<file path="src/rtl/key_event_sched.sv">
// Frame-synchronous keyboard scheduler: decodes HID keycodes into seven game keys
// and serialises press/repeat/release events onto one valid/ready stream.
module key_event_sched #(
    parameter int         REPEAT_DELAY = 15,
    parameter int         REPEAT_RATE  = 4,
    parameter logic [6:0] REPEAT_MASK  = 7'b1111000,
    parameter int         CNT_W        = 6
) (
    input  logic        Clk,
    input  logic        Reset,
    input  logic        frame_tick,
    input  logic [31:0] keycode,
    input  logic        ev_ready,
    output logic        ev_valid,
    output logic [2:0]  ev_code,
    output logic [1:0]  ev_kind,
    output logic [6:0]  held,
    output logic        overflow
);

    localparam logic [CNT_W-1:0] DLY = CNT_W'(REPEAT_DELAY);
    localparam logic [CNT_W-1:0] RLD = CNT_W'(REPEAT_DELAY - REPEAT_RATE);

    typedef enum logic {IDLE, VALID} state_t;

    state_t           state, state_nxt;
    logic [6:0]       cur;
    logic [6:0]       press_set, rep_set, rel_set;
    logic [6:0]       pend_press, pend_rep, pend_rel;
    logic [6:0]       clr_p, clr_r, clr_l;
    logic [6:0]       sel_hot;
    logic [CNT_W-1:0] cnt     [7];
    logic [CNT_W-1:0] cnt_nxt [7];
    logic [2:0]       sel_code;
    logic [1:0]       sel_kind;
    logic             any_pend, load, take, ovf_hit;

    function automatic logic [7:0] key_code(input int k);
        case (k)
            0:       return 8'h28;
            1:       return 8'h2C;
            2:       return 8'h0B;
            3:       return 8'h1A;
            4:       return 8'h04;
            5:       return 8'h16;
            default: return 8'h07;
        endcase
    endfunction

    always_comb begin
        cur = '0;
        for (int k = 0; k < 7; k++)
            for (int b = 0; b < 4; b++)
                if (keycode[8*b +: 8] == key_code(k))
                    cur[k] = 1'b1;
    end

    // Repeat fires when the incremented count reaches the delay, then reloads
    // so the next repeat lands exactly REPEAT_RATE ticks later.
    always_comb begin
        press_set = '0;
        rel_set   = '0;
        rep_set   = '0;
        for (int k = 0; k < 7; k++) begin
            cnt_nxt[k] = cnt[k];
            if (frame_tick) begin
                if (cur[k] && !held[k]) begin
                    press_set[k] = 1'b1;
                    cnt_nxt[k]   = '0;
                end else if (!cur[k] && held[k]) begin
                    rel_set[k] = 1'b1;
                    cnt_nxt[k] = '0;
                end else if (cur[k] && cnt[k] < DLY) begin
                    cnt_nxt[k] = cnt[k] + CNT_W'(1);
                    if (REPEAT_MASK[k] && cnt_nxt[k] == DLY) begin
                        rep_set[k] = 1'b1;
                        cnt_nxt[k] = RLD;
                    end
                end
            end
        end
    end

    always_comb begin
        sel_code = '0;
        sel_kind = '0;
        for (int k = 6; k >= 0; k--) begin
            if (pend_press[k] || pend_rep[k] || pend_rel[k]) begin
                sel_code = 3'(k);
                sel_kind = pend_press[k] ? 2'b01 :
                           pend_rep[k]   ? 2'b10 : 2'b11;
            end
        end
        any_pend = |(pend_press | pend_rep | pend_rel);
    end

    always_comb begin
        state_nxt = state;
        load      = 1'b0;
        unique case (state)
            IDLE: begin
                load = 1'b1;
                if (any_pend)
                    state_nxt = VALID;
            end
            VALID: begin
                if (ev_ready) begin
                    load      = 1'b1;
                    state_nxt = any_pend ? VALID : IDLE;
                end
            end
            default: state_nxt = IDLE;
        endcase
    end

    always_comb begin
        take    = load && any_pend;
        sel_hot = 7'b1 << sel_code;
        clr_p   = (take && sel_kind == 2'b01) ? sel_hot : '0;
        clr_r   = (take && sel_kind == 2'b10) ? sel_hot : '0;
        clr_l   = (take && sel_kind == 2'b11) ? sel_hot : '0;
        ovf_hit = |((press_set & pend_press & ~clr_p) |
                    (rep_set   & pend_rep   & ~clr_r) |
                    (rel_set   & pend_rel   & ~clr_l));
    end

    assign ev_valid = (state == VALID);

    always_ff @(posedge Clk) begin
        if (Reset)
            state <= IDLE;
        else
            state <= state_nxt;
    end

    always_ff @(posedge Clk) begin
        if (Reset) begin
            ev_code    <= '0;
            ev_kind    <= '0;
            held       <= '0;
            overflow   <= 1'b0;
            pend_press <= '0;
            pend_rep   <= '0;
            pend_rel   <= '0;
            for (int k = 0; k < 7; k++)
                cnt[k] <= '0;
        end else begin
            if (frame_tick)
                held <= cur;
            // A release cancels any repeat still waiting for the same key.
            pend_press <= (pend_press & ~clr_p) | press_set;
            pend_rep   <= ((pend_rep & ~clr_r) | rep_set) & ~rel_set;
            pend_rel   <= (pend_rel & ~clr_l) | rel_set;
            overflow   <= overflow | ovf_hit;
            for (int k = 0; k < 7; k++)
                cnt[k] <= cnt_nxt[k];
            if (take) begin
                ev_code <= sel_code;
                ev_kind <= sel_kind;
            end
        end
    end

endmodule
</file>
<file path="config.mk">
export PLATFORM = sky130hd
export DESIGN_NAME = key_event_sched
export DESIGN_NICKNAME = d
export VERILOG_FILES = /design/src/rtl/key_event_sched.sv
export SDC_FILE = /design/constraint.sdc
export NUM_CORES = 1
export LEC_CHECK = 0
export BUFFER_PORTS_ARGS = -buffer_cell sky130_fd_sc_hd__buf_4
export CORE_ASPECT_RATIO = 1.25
export CORE_UTILIZATION = 45
export DETAILED_ROUTE_END_ITERATION = 6
export GPL_ROUTABILITY_DRIVEN = 0
export GPL_TIMING_DRIVEN = 0
export PLACE_DENSITY_LB_ADDON = 0.12
export REMOVE_ABC_BUFFERS = 1
export SETUP_SLACK_MARGIN = 0.05
export SLEW_MARGIN = 25
export SYNTH_ARGS = -nofsm -noshare
export SYNTH_HDL_FRONTEND = slang
export SYNTH_SLANG_ARGS = --single-unit
</file>
<file path="constraint.sdc">
create_clock -name Clk -period 2.7 [get_ports Clk]
set_input_delay 0.54 -clock Clk [delete_from_list [all_inputs] [get_ports Clk]]
set_output_delay 0.54 -clock Clk [all_outputs]
set_load 0.03 [all_outputs]
</file>
==> impl_metrics.tcl <==
set metrics [dict create \
    setup.worst_path.class "reg2reg" \
    cp_num_buf_inv 1 \
    setup_viol 0 \
    yosysTopAreaCell "dfxtp_1" \
    critPathRequiredTime_ns 2.90 \
    synth_xor_area_share_pct 1.52 \
    synth_top_area_share_pct 29.3 \
    clk_path_buf_depth 2 \
    swShare_pct 31.2 \
    root_buffer "clkbuf_8" \
    grt_pass1_vias 3719 \
    seq_area_frac_synth_pct 29.3 \
    dieArea_um2 9340 \
    grt_use_total_pct 23.1 \
    hold_viol_final 0 \
    synthToLayoutAreaGrowth_pct 18.3 \
    drive_gt1_share_pct 19.6 \
    insertion_delay_ns 0.34 \
    hpwlAfterDp_um 7540 \
    power_density_nw_per_um2 464 \
    timing.final.crit_period_ns 2.53 \
    ant_nets 0 \
    drcViolationCount 0 \
    antenna_cells 0 \
    synth_edf_count 0 \
    max_cap_violations 0 \
    maxSlewHeadroom_pct 59.7 \
    grt_pass1_wl_um 17000 \
    power.switching_mw 0.690 \
    critPathCaptureType "flop" \
    core_region_area_um2 8700 \
    critPathLaunchType "flop" \
    syn_avg_cell_area_um2 8.07 \
    synth_top_family_by_area "simple AND/OR/NAND/NOR gates" \
    die_h_um 108 \
    rows 38 \
    io_pins 50 \
    power_mw 2.21 \
    postRouteWirelength_um 10500 \
    post_drt_via_cell_ratio 5.83 \
    numCtsBuffers 9 \
    dp.cells 651 \
    synth_area_leaders "dfxtp_1 (29%), ha_1 (6.2%), nor2_1 (5.8%), a21oi_1 (5.0%), nand3_1 (3.1%)" \
    peakVddDrop_v 0.000268 \
    drt_iter0_markers 255 \
    antenna_found_initial 0 \
    synthFlopType "dfxtp_1" \
    cp.arrival_ns 2.73 \
    die_x_um 86.6 \
    internal_power_mw 1.52 \
    slowest_stage "o41ai_1" \
    cts_tree "built" \
    grt_start_max_net_pins 56 \
    dpl_worst_slack_ns -0.475 \
    seq_power_share_pct 41.7 \
    slowest_delay_ns 0.38 \
    rsz0062_at_grt "no" \
    synthAdderAreaFrac_pct 6.21 \
    clkPwrFrac_pct 36.8 \
    yosys.area_share.simple_pct 35.2 \
    synth_compound_area_share_pct 22.9 \
    maxSlewViolCount 0 \
    yosysWarnings 0 \
    status "completed" \
    fin_cells 670 \
    multi_input_area_um2 2770 \
    clk_pin_slew_ns 0.07 \
    syn_area_um2 4030 \
    cp_top_family "compound AO/OA/AOI/OAI gates" \
    fin_crit_sh_pct 93.6 \
    yosysUniqueCellTypes 78 \
    routed-via-count 3905 \
    p_leak_nw 1.78 \
    postSynth.asyncResetShare_pct 0 \
    htree_levels 3 \
    setup_tns_ns 0 \
    p_comb_share_pct 21.5 \
    wl_per_cell_um 15.6 \
    synth_cells 499 \
    synth_seq_cells 59 \
    io_buffers 49 \
    ff_latch_area_um2 1180 \
    hold_class "reg2reg" \
    start_util_pct 46.3 \
    muxShareOfSynthArea_pct 0 \
    tightestPinTransition_ns 0.602 \
    n_fill_cell 841 \
    grt_overflow_total 0 \
    clkSinkCount 59 \
    fin_skew_ns 0.00952 \
    nets 601 \
    final_util_pct 54.8 \
    cp_max_fo 8 \
    finalWorstSetupSlack_ns 0.173 \
    first_pass_iters 5 \
    crit_chain "nor3_1, o21ai_0, a211oi_2, nor3_4, buf_4, o41ai_1, o22ai_1, nor4_2, a31oi_1" \
    max_clock_freq_ghz 0.396 \
]
## area by class of cell
class / count / area share, %
multi-input combinational: 401 / 58.1
sequential: 59 / 24.8
timing repair buffer: 51 / 8.03
tap: 120 / 3.15
clock buffer: 11 / 2.97
inverter: 23 / 1.81
clock inverter: 5 / 1.10
## power by group through the flow
stage          Sequential (mW)  Combinational, mW  Clock, mW
2_1_floorplan            0.970              0.235          0
3_3_place_gp             0.939              0.432          0
3_5_place_dp             0.941              0.434          0
4_1_cts                  0.921              0.448      0.838
5_1_grt                  0.926              0.517      0.881
6_report                 0.922              0.477      0.813
## layer usage
metal | part of all wire (%) | global-route usage [%] | vias to the layer above
met5 | 0 | 0 | -
met4 | 3.4 | 10.1 | 0
met3 | 4.2 | 4.98 | 33
met2 | 48 | 40.4 | 115
met1 | 44 | 26.8 | 1807
li1 | - | - | 1950
## synthesized netlist by cell type, drive strengths merged (5+ instances only)
library cell and number:
clkbuf 9, a21oi 43, nand2 35, o21ai 26, or3 6, nand4 14
nor3b 5, nor3 20, a211oi 16, and2 7, inv 23, nand2b 7
nor2b 10, dfxtp 59, ha 20, nand4b 5, and3 10, buf 7
nand3 26, nor2 62, a41oi 6, nor4b 9, xor2 5, nor4 6
## per-stage QoR
step | area [µm²] | hold WS, ns
6_report | 4770 | 0.458
5_1_grt | 4770 | 0.503
4_1_cts | 4670 | 0.462
3_5_place_dp | 4440 | 0.452
3_3_place_gp | 4440 | 0.451
2_1_floorplan | 3920 | 0.452
## worst min-delay path, stage by stage (launching register included)
cell,delay [ns]
dfxtp_1,0.31
nand2_1,0.05
a21oi_1,0.05
## registers in the layout (all words and copies together), names as in the netlist, 2 cells and up
| register | flops |
|---|---|
| cnt | 24 |
| ev_code | 3 |
| ev_kind | 2 |
| held | 7 |
| pend_press | 7 |
| pend_rel | 7 |
| pend_rep | 7 |
## cell families (layout without fill, tap and decap cells)
kind of cell,count (synthesis),count (layout)
adders and majority gates,20,20
xor gates and xnor gates,7,7
buffers and inverters,40,90
AOI/OAI and AO/OA,130,130
DFF,59,59
and+or+nand+nor,243,244
## cell usage in the layout (no fill, tap or decap), types with 3 or more instances in the layout
cell	synthesis	final
dfxtp_1	59	58
nor4b_2	0	3
nor3_4	1	3
inv_1	23	23
nand4b_1	5	5
a22oi_1	3	3
o21a_1	4	4
or3_1	6	6
nand2b_1	7	7
and3_1	10	9
nor3b_1	5	3
a31oi_1	4	4
nor3_1	15	13
nor3_2	4	4
nor2_1	62	62
nor2b_1	10	9
nand4_1	13	13
xor2_1	5	5
a32oi_1	4	4
nor4b_1	7	5
nand3b_1	3	3
clkinv_2	0	3
buf_4	1	51
a211oi_1	14	14
and4_1	3	3
o21ai_0	22	22
and2_1	7	7
clkbuf_8	0	10
a21oi_1	40	40
nor4_1	5	4
nand3_1	25	24
nor4bb_1	4	3
ha_1	20	20
nand2_1	33	33
a41oi_1	5	5
## final timing paths
path	from	endpoint	slack [ns]	depth (start not counted)
hold / removal	ev_kind[0]$_SDFFE_PP0P_	ev_kind[0]$_SDFFE_PP0P_	0.46	2
setup reg to reg	pend_press[1]$_SDFF_PP0_	overflow$_SDFF_PP0_	0.17	9
setup / recovery	pend_press[1]$_SDFF_PP0_	overflow$_SDFF_PP0_	0.17	9
hold reg to reg	ev_kind[0]$_SDFFE_PP0P_	ev_kind[0]$_SDFFE_PP0P_	0.46	2
## timing repair
item,4_1_cts,5_1_grt
resized for setup,4,16
pin swaps,1,2
buffers inserted,2,0
hold buffers,0,0
cloned,0,1
setup endpoints to repair,5,11
Note: power is estimated with default switching activity, not from simulation.
